### src/rtl/logic_pkg.sv
// Shared definitions for the 4-bit logic datapath: data width and op encodings.
package logic_pkg;

  localparam int unsigned DATA_W = 4;

  typedef logic [1:0] op_t;

  localparam op_t OP_LOAD = 2'b00;
  localparam op_t OP_AND  = 2'b01;
  localparam op_t OP_OR   = 2'b10;
  localparam op_t OP_XOR  = 2'b11;

endpackage

### src/rtl/and_4b.sv
// Bitwise 4-bit AND logic unit.
module and_4b (
  input  logic [3:0] a_i,
  input  logic [3:0] b_i,
  output logic [3:0] y_o
);

  assign y_o = a_i & b_i;

endmodule

### src/rtl/logic_op_4b.sv
// Combinational op select: combines the held accumulator with an operand.
module logic_op_4b
  import logic_pkg::*;
(
  input  logic [DATA_W-1:0] acc_i,
  input  logic [DATA_W-1:0] in_data_i,
  input  op_t               in_op_i,
  output logic [DATA_W-1:0] result_o
);

  logic [DATA_W-1:0] and_res;

  and_4b u_and (
    .a_i (acc_i),
    .b_i (in_data_i),
    .y_o (and_res)
  );

  always_comb begin
    result_o = in_data_i;
    unique case (in_op_i)
      OP_LOAD: result_o = in_data_i;
      OP_AND:  result_o = and_res;
      OP_OR:   result_o = acc_i | in_data_i;
      OP_XOR:  result_o = acc_i ^ in_data_i;
      default: result_o = in_data_i;
    endcase
  end

endmodule

### src/rtl/logic_acc_4b.sv
// Registered 4-bit logic accumulator with a single-entry valid/ready output stage.
// Optional out_parity_o port is enabled by defining LOGIC_ACC_PARITY_EN.
module logic_acc_4b
  import logic_pkg::*;
#(
  parameter int unsigned CNT_W = 4
) (
  input  logic              clk_i,
  input  logic              rst_ni,
  input  logic              clr_i,
  input  logic              in_valid_i,
  output logic              in_ready_o,
  input  logic [DATA_W-1:0] in_data_i,
  input  op_t               in_op_i,
  output logic              out_valid_o,
  input  logic              out_ready_i,
  output logic [DATA_W-1:0] out_data_o,
  output logic              out_zero_o,
`ifdef LOGIC_ACC_PARITY_EN
  output logic              out_parity_o,
`endif
  output logic [CNT_W-1:0]  op_cnt_o
);

  localparam logic [0:0] StEmpty = 1'b0;
  localparam logic [0:0] StFull  = 1'b1;

  logic [0:0]        state_q, state_d;
  // Accumulator doubles as the output data register; they are always equal.
  logic [DATA_W-1:0] acc_q, acc_d;
  logic [CNT_W-1:0]  cnt_q, cnt_d;
  logic [DATA_W-1:0] result;
  logic              accept;

  logic_op_4b u_op (
    .acc_i     (acc_q),
    .in_data_i (in_data_i),
    .in_op_i   (in_op_i),
    .result_o  (result)
  );

  assign out_valid_o = (state_q == StFull);
  assign in_ready_o  = !clr_i && (!out_valid_o || out_ready_i);
  assign accept      = in_valid_i && in_ready_o;

  always_comb begin
    state_d = state_q;
    acc_d   = acc_q;
    cnt_d   = cnt_q;
    if (clr_i) begin
      state_d = StEmpty;
      acc_d   = '0;
      cnt_d   = '0;
    end else if (accept) begin
      state_d = StFull;
      acc_d   = result;
      cnt_d   = cnt_q + CNT_W'(1);
    end else if (state_q == StFull && out_ready_i) begin
      state_d = StEmpty;
    end
  end

  always_ff @(posedge clk_i or negedge rst_ni) begin
    if (!rst_ni) begin
      state_q <= StEmpty;
      acc_q   <= '0;
      cnt_q   <= '0;
    end else begin
      state_q <= state_d;
      acc_q   <= acc_d;
      cnt_q   <= cnt_d;
    end
  end

  assign out_data_o = acc_q;
  assign out_zero_o = (acc_q == '0);
  assign op_cnt_o   = cnt_q;

`ifdef LOGIC_ACC_PARITY_EN
  logic parity_q, parity_d;

  always_comb begin
    parity_d = parity_q;
    if (clr_i) begin
      parity_d = 1'b0;
    end else if (accept) begin
      parity_d = ^result;
    end
  end

  always_ff @(posedge clk_i or negedge rst_ni) begin
    if (!rst_ni) begin
      parity_q <= 1'b0;
    end else begin
      parity_q <= parity_d;
    end
  end

  assign out_parity_o = parity_q;
`endif

endmodule
### config.mk
export PLATFORM = sky130hd
export DESIGN_NAME = logic_acc_4b
export DESIGN_NICKNAME = d
export VERILOG_FILES = /design/src/rtl/logic_pkg.sv /design/src/rtl/and_4b.sv /design/src/rtl/logic_op_4b.sv /design/src/rtl/logic_acc_4b.sv
export SDC_FILE = /design/constraint.sdc
export NUM_CORES = 1
export LEC_CHECK = 0
export CAP_MARGIN = 20
export CORE_MARGIN = 2
export CORE_UTILIZATION = 39
export CTS_CLUSTER_SIZE = 12
export DETAILED_ROUTE_END_ITERATION = 8
export GPL_ROUTABILITY_DRIVEN = 0
export PLACE_DENSITY = 0.78
export SYNTH_ARGS = -nofsm -noshare
export SYNTH_HDL_FRONTEND = slang
export SYNTH_SLANG_ARGS = --single-unit
export TNS_END_PERCENT = 30
### constraint.sdc
create_clock -name clk_i -period 1.5 [get_ports clk_i]
set_clock_uncertainty 0.15 [all_clocks]
set_input_delay 0.3 -clock clk_i [delete_from_list [all_inputs] [get_ports clk_i]]
set_output_delay 0.3 -clock clk_i [all_outputs]
set_load 0.02 [all_outputs]
# Word-level counts from Yosys, hierarchy flattened
# Cells that the tools add are included.
# classes
n_addsub	1
n_eq_ne	3
mux	8
n_bitwise	3
n_reduce_logical	10
# ops
cell	count
4-bit two-way mux	4
4-bit case mux with 4 select lines	1
4-bit by 1-bit adder with 4-bit output (second input constant)	1
4-bit bitwise AND	1
2-bit equality test (second input constant)	2
4-bit logical NOT	1
4-bit bitwise OR	1
4-bit bitwise XOR	1
1-bit logical AND	3
1-bit two-way mux	3
3-bit nonzero test	1
2-bit by 1-bit equality test with 1-bit output (second input constant)	1
1-bit logical NOT	2
2-bit logical NOT	1
2-bit nonzero test	1
1-bit logical OR	1
# totals
regBits	9
inputBits	11
out_inout_bits	11

# Depth between registers and ports, before layout
# Gate-level depths: netlist (run 1).
# logic_depth
word_depth	6
depth_mapped	5

# Cells and area by module
# Synthesis (run 1) repeated with hierarchy kept, for this count alone.
# unflattened
hier_cells	69
hier_area_um2	654.4
# modules_own_cells
mod	instances	cells_per_inst	area_each_um2	seq_area_each_um2
logic_acc_4b	1	45	429.2	225.2
logic_op_4b	1	20	200.2	0.0
and_4b	1	4	25.0	0.0

# Worst setup path after synthesis (run 1)
# OpenSTA, ideal clock, no wires.
# synth_path
path_type	register -> register
from	reg acc_q[3] (netlist: out_data_o[3])
to	reg acc_q[3] (netlist: out_data_o[3])
setup_time_ns	0.120
t_arrival_ns	1.473
required_ns	1.230
setup_slack_ns	-0.243
path_stages_with_launch	5
n_path_buf	0
synth_period_minus_slack_ns	1.743
cell_sequence	dfrtp_1 > inv_1 > ha_1 > mux4_2 > a31o_1
# synth_between
elab_chain_len	4
word_cells_on_any_way	6
# synth_rtl
element	line_no	text
start: declaration	logic_acc_4b.sv:30	logic [DATA_W-1:0] acc_q, acc_d;
start signal: assignment	logic_acc_4b.sv:66	acc_q <= '0;
start signal: assignment	logic_acc_4b.sv:70	acc_q <= acc_d;
4-bit bitwise XOR, or another cell as far along	logic_op_4b.sv:25	OP_XOR: result_o = acc_i ^ in_data_i;
4-bit case mux with 4 select lines *	logic_op_4b.sv:21	unique case (in_op_i)
4-bit two-way mux *	logic_acc_4b.sv:54	end else if (accept) begin
4-bit two-way mux *	logic_acc_4b.sv:50	if (clr_i) begin
# Every way passes the cells marked *; elsewhere a longest branch is shown, timed or not. The select of a mux whose other input is x is not followed.
# A chain may end at the register's enable or synchronous reset.

# Worst setup path in the final report (run 1)
# layout_path
from	reg acc_q[2] (netlist: out_data_o[2])
to	reg acc_q[2] (netlist: out_data_o[2])
# Same word-level chain as after synthesis.

==> results of run 1 <==
-- timing repair --
action                     in CTS  in global routing
setup buffers                   0                  1
pin swaps                       4                  5
resized for setup              42                 11
setup endpoints to repair      15                 10
-- final timing paths --
kind	startpoint	end	slack (ns)	cells after the start
min reg2reg	op_cnt_o[3]	op_cnt_o[3]	0.35	1
max reg2reg	out_data_o[2]	out_data_o[2]	-0.21	5
min in group clk_i	op_cnt_o[3]	op_cnt_o[3]	0.35	1
max in group asynchronous	rst_ni	out_data_o[2]	0.68	1
max	out_data_o[2]	out_data_o[2]	-0.21	5
min	rst_ni	op_cnt_o[0]	0.19	1
-- registers in the layout, summed over array words and instances (netlist names) --
name         cells
op_cnt_o         4
out_valid_o      1
out_data_o       4
-- power breakdown --
part,internal [uW],switching (uW)
Sequential,258,11.7
Combinational,145,133
Clock,103,96.8
-- cells in the final DEF (no fill, tap or decap), drive strengths merged --
cell type / count
or3: 1
dfrtp: 9
nor4: 2
a211oi: 5
o21ai: 1
nand2b: 2
nor2b: 1
mux4: 4
dlygate4sd2: 8
inv: 15
mux2i: 1
buf: 27
nand3: 1
a21oi: 2
ha: 9
a311oi: 1
clkbuf: 6
clkdlybuf4s50: 6
a31o: 5
nor2: 1
a41o: 1
-- cells by family after synthesis --
logic type | count (synthesis)
buffers and inverters | 17
muxes | 5
AOI/OAI and AO/OA | 15
and+or+nand+nor | 8
DFF | 9
adders and majority gates | 9
-- final cells by class --
type | instances | area share, %
flip-flops and latches | 9 | 20.1
multi-input cells | 37 | 39.6
inverters | 15 | 5.57
well taps | 16 | 1.75
repair buffers | 43 | 30.7
clock buffers | 4 | 2.30
-- worst max-delay path: stages (launching register included) --
cell and delay, ns:
dfrtp_2 0.43, buf_6 0.13, inv_4 0.05, ha_4 0.18, mux4_2 0.46, a31o_1 0.21
-- stage by stage --
stage / hold WS, ns / power (uW) / instance area [sq um] / util, % / TNS (ns)
2_1_floorplan: -0.146 / 387 / 687 / - / -0.632
3_3_place_gp: 0.318 / 532 / 1070 / 69.2 / -3.55
3_5_place_dp: 0.341 / 544 / 1070 / 69.2 / -3.76
4_1_cts: 0.194 / 733 / 1100 / 71.6 / -1.13
5_1_grt: 0.209 / 789 / 1140 / 74.3 / -1.23
6_report: 0.187 / 747 / 1140 / 74.3 / -0.965
-- per-layer routing --
layer | share of wire, % | up-vias | global-route usage, %
met5 | 0 | - | 0
met4 | 0.65 | 0 | 7.06
met3 | 2.4 | 2 | 1.20
met2 | 53 | 14 | 32.3
met1 | 44 | 335 | 28.2
li1 | - | 322 | -
==> flow_summary.json, run 1 <==
{
  "run_status": "finished with violations",
  "violated_checks": "negative setup slack",
  "synth.top_cells.by_area": "dfrtp_1 (34%), ha_1 (17%), mux4_2 (14%)",
  "postSynthCellCount": 63,
  "clock_sink_count": 9,
  "synthSimpleGateAreaFrac_pct": 6.98,
  "pin_count_of_the_biggest_net_entering_global_routing": 13,
  "n_antenna_cell": 0,
  "power_leakage_uw": 0.000555,
  "synth_adder_area_share_pct": 17.0,
  "clk_pin_slew_ns": 0.07,
  "vias": 673,
  "fp.dieH_microns": 45.2,
  "residual_overflow_from_global_routing": 0,
  "cts_hold_buf": 0,
  "final_critical_path_setup_slack_ns": -0.212,
  "synth.lib_cells_used.distinct": 19,
  "synth-seq-area-share_pct": 34.0,
  "timing.slew.headroom_pct": 70.9,
  "antenna_left": 0,
  "ys_top_cells_by_count": "inv_1 (15), dfrtp_1 (9), ha_1 (9)",
  "synth.mux.area_fraction_pct": 15.1,
  "fmax_mhz": 584,
  "vdd.ir_drop.worst_mv": 0.509,
  "num-fill-cells": 128,
  "period_share_pct": 114,
  "synth_top_cell_area_share_pct": 34.0,
  "synth_nets": 83,
  "drt-pass1-iter-count": 4,
  "drive_gt1_share_pct": 50.9,
  "grt_antenna_before_repair": 0,
  "postSynthRegisterBits": 9,
  "tightestPinTransition_ns": 0.435,
  "start_kind": "flip-flop",
  "wl_per_cell_microns": 15.0,
  "standard_cell_row_count": 14,
  "hp-class": "in -> async",
  "multi_input_comb_area_sq_um": 453,
  "place.port_buffers": 21,
  "detail_route.wirelength_microns": 1860,
  "yosysWarnings": 0,
  "grt_usage_pct": 19.9,
  "synth_xor_xnor_area_share_pct": 0,
  "rsz_0062_raised_after_global_routing": "yes",
  "primary_ff_master_synth": "dfrtp_1",
  "final_nets": 129,
  "finalCriticalPeriod_ns": 1.71,
  "remaining_drc_errors": 0,
  "cts_inserted_buffers": 3,
  "stdcell_count": 124,
  "post_synth.cell_area_avg_sq_um": 10.5,
  "placedCellCount": 119,
  "fp.dieW_microns": 45.2,
  "hold_viol_final": 0,
  "first_global_vias": 682,
  "cp_data_arrival_time_ns": 1.72,
  "storage_element_area_sq_um": 230,
  "clock_insertion_delay_worst_skew_ns": 0.27,
  "critical_path_peak_fanout": 3,
  "fp.dieArea_sq_um": 2050,
  "drt_iter0_markers": 16,
  "synth_enable_flop_cells": 0,
  "cap_viol_max_count": 0,
  "synth_async_sr_flop_share_pct": 100,
  "synthesis.area_sq_um": 663,
  "tritoncts": "built",
  "dpl_worst_slack_ns": -0.562,
  "worst-endpoint-required_ns": 1.51,
  "root_buffer": "clkbuf_4",
  "setup.worst_path.end_class": "flip-flop",
  "grt_pass1_wl_microns": 2930,
  "final-max-slew-violation-count": 0,
  "fp.coreArea_sq_um": 1540,
  "io_pins": 22,
  "dp_hpwl_microns": 1370,
  "synth-compound-area-share_pct": 17.4,
  "post-synth-top-count-cell": "inv_1",
  "timing.final.setup_violations": 6,
  "clockBufferDepth": 2,
  "flow.area_growth_from_synthesis_pct": 72.6,
  "vias_per_cell": 5.43,
  "setup.worst_path.class": "reg -> reg",
  "synth_top_family_by_area": "compound AO/OA/AOI/OAI gates",
  "start_util_pct": 43.0,
  "pwr_density_cell_nw_per_um2": 653,
  "h-tree-depth": 1,
  "library_cell_with_the_largest_summed_area_after_synthesis": "dfrtp_1"
}
Note: power is estimated with default switching activity, not from simulation.
==> run 2, diff against run 1 <==
--- a/config.mk
+++ b/config.mk
@@ -11,7 +11,9 @@
 export CTS_CLUSTER_SIZE = 12
 export DETAILED_ROUTE_END_ITERATION = 8
 export GPL_ROUTABILITY_DRIVEN = 0
+export HOLD_SLACK_MARGIN = 0.06
 export PLACE_DENSITY = 0.78
+export SLEW_MARGIN = 20
 export SYNTH_ARGS = -nofsm -noshare
 export SYNTH_HDL_FRONTEND = slang
 export SYNTH_SLANG_ARGS = --single-unit
==> results of run 2 <==
No change in the layout: final DEF, timing and power equal those of run 1.
==> run 3, diff against run 2 <==
--- a/config.mk
+++ b/config.mk
@@ -6,13 +6,14 @@
 export NUM_CORES = 1
 export LEC_CHECK = 0
 export CAP_MARGIN = 20
-export CORE_MARGIN = 2
-export CORE_UTILIZATION = 39
+export CORE_AREA = 2 2 39 41
 export CTS_CLUSTER_SIZE = 12
 export DETAILED_ROUTE_END_ITERATION = 8
+export DIE_AREA = 0 0 41 43
+export DONT_BUFFER_PORTS = 1
 export GPL_ROUTABILITY_DRIVEN = 0
-export HOLD_SLACK_MARGIN = 0.06
-export PLACE_DENSITY = 0.78
+export HOLD_SLACK_MARGIN = 0.05
+export PLACE_DENSITY = 0.72
 export SLEW_MARGIN = 20
 export SYNTH_ARGS = -nofsm -noshare
 export SYNTH_HDL_FRONTEND = slang
==> flow_summary.json, run 3 (synthesized netlist as in run 1, its figures left out) <==
{
  "setup-tns-final_ns": -0.664,
  "cp_data_arrival_time_ns": 1.24,
  "wl_per_cell_microns": 15.0,
  "finalCriticalPeriod_ns": 1.69,
  "endpoint_of_the_worst_hold_timing_path": "out_data_o[3]",
  "antenna_left": 0,
  "final_common_cell": "buf_4",
  "final_critical_path_setup_slack_ns": -0.191,
  "area_after_dpl_sq_um": 827,
  "rsz_0062_raised_after_global_routing": "yes",
  "clk_pin_slew_ns": 0.06,
  "timing.hold.worst_path_depth": 1,
  "flow.area_growth_from_synthesis_pct": 42.3,
  "violated_checks": "negative setup slack",
  "fp.dieW_microns": 41,
  "path_delay_family": "flip-flops",
  "vdd.ir_drop.worst_mv": 0.367,
  "reg2reg_depth": 4,
  "clock_sink_count": 9,
  "slowest_stage": "dfrtp_2",
  "crit-reg2reg-launch": "out_data_o[3]",
  "worst-endpoint-required_ns": 1.05,
  "drive_gt1_share_pct": 44.8,
  "start_util_pct": 47.9,
  "fin_area_sq_um": 943,
  "cts_inserted_buffers": 3,
  "hp-class": "in -> reg",
  "pwr_density_cell_nw_per_um2": 700,
  "drt-pass1-iter-count": 4,
  "power_leakage_uw": 0.000445,
  "worst_setup_path_startpoint": "out_data_o[3]",
  "fp.dieArea_sq_um": 1760,
  "fp.coreArea_sq_um": 1380,
  "vias": 585,
  "detail_route.wirelength_microns": 1540,
  "first_global_vias": 609,
  "period_share_pct": 113,
  "setup.worst_path.end_class": "output port",
  "tightestPinTransition_ns": 0.393,
  "tritoncts": "built",
  "setup.worst_path.class": "reg -> out",
  "worst_path_largest_cell_delay_ns": 0.42,
  "min-delay-start": "in_valid_i",
  "grt_antenna_before_repair": 0,
  "h-tree-depth": 1,
  "pin_count_of_the_biggest_net_entering_global_routing": 13,
  "place.port_buffers": 0,
  "start_kind": "flip-flop",
  "highest_count_cells_in_the_layout_ignoring_fill_and_taps": "buf_4 (16), inv_1 (11), ha_1 (7), a211oi_1 (5), dfrtp_1 (5)",
  "reg2reg_setup_slack_ns": -0.13,
  "fp.dieH_microns": 43,
  "fmax_mhz": 592,
  "clock_insertion_delay_worst_skew_ns": 0.25,
  "grt_usage_pct": 21.1,
  "timing.final.setup_violations": 6,
  "hold_viol_final": 0,
  "root_buffer": "clkbuf_4",
  "io_pins": 22,
  "timing.critical_path.cells": "buf_6 -> nor4_4 -> buf_4",
  "final-max-slew-violation-count": 0,
  "critical_path_peak_fanout": 3,
  "drt_iter0_markers": 10,
  "num-fill-cells": 93,
  "clockBufferDepth": 2,
  "grt_pass1_wl_microns": 2500,
  "cap_viol_max_count": 0,
  "timing.slew.headroom_pct": 73.7,
  "remaining_drc_errors": 0,
  "vias_per_cell": 5.68,
  "residual_overflow_from_global_routing": 0,
  "worstPathBufferInverterCount": 2,
  "crit-reg2reg-capture": "out_data_o[3]",
  "dp_hpwl_microns": 1160,
  "final_nets": 108,
  "n_antenna_cell": 0,
  "run_status": "finished with violations",
  "standard_cell_row_count": 14
}
[run 3: changes by cell type in the layout (fill, tap and decap cells not counted), sizes merged]
cell           change
clkdlybuf4s50      -6
dlygate4sd3        +4
clkbuf             -2
dlygate4sd2        -8
buf                -9
[run 3: layer usage]
metal | track usage (%) | up-vias | routed length [microns]
met5 | 0 | - | 0
met4 | 4.00 | 0 | 0
met3 | 4.71 | 0 | 47
met2 | 35.3 | 13 | 840
met1 | 26.9 | 298 | 656
li1 | - | 274 | -
[run 3: area by class of cell]
type / instances / area, sq um / share of cell area, %
Tap cell: 16 / 20.0 / 2.12
Inverter: 15 / 56.3 / 5.97
Timing Repair Buffer: 22 / 183 / 19.4
Sequential cell: 9 / 230 / 24.4
Clock buffer: 4 / 26.3 / 2.79
Multi-Input combinational cell: 37 / 428 / 45.4
[run 3: how the worst max path moves through the flow]
stage,to,depth (start not counted)
3_5_place_dp,out_data_o[3],4
3_3_place_gp,op_cnt_o[2],3
5_1_grt,out_zero_o,3
6_report,out_zero_o,3
4_1_cts,out_zero_o,3
2_1_floorplan,out_data_o[3],4
[run 3: repair_timing]
action                                  4_1_cts  5_1_grt
hold buffers                                  3        1
resized for setup                             5        2
pin swaps                                     1        1
endpoints found under the setup margin        8        7
hold endpoints to repair                     13        2
setup buffers                                 1        0
[run 3: worst register-to-register path, stage by stage, from the launching register on]
cell and delay [ns]:
dfrtp_2 0.42, inv_2 0.08, ha_4 0.19, mux4_2 0.48, a31o_1 0.20
[run 3: stage by stage]
stage	hold WS, ns	instances	power (uW)	setup WS [ns]	util [%]
final	0.0663	103	660	-0.191	68.2
after detailed placement	-0.145	94	455	-0.149	59.8
after global placement	-0.145	94	444	-0.0985	59.8
after floorplan	-0.146	63	387	-0.129	-
after CTS	0.0536	102	663	-0.197	66.1
after global routing	0.0513	103	706	-0.230	68.2
[run 3: power by group]
part / switching (uW) / leakage, uW / internal, uW
Sequential: 14.4 / 0.000115 / 258
Combinational: 97.1 / 0.000315 / 112
Clock: 75.9 / 0.0000150 / 102
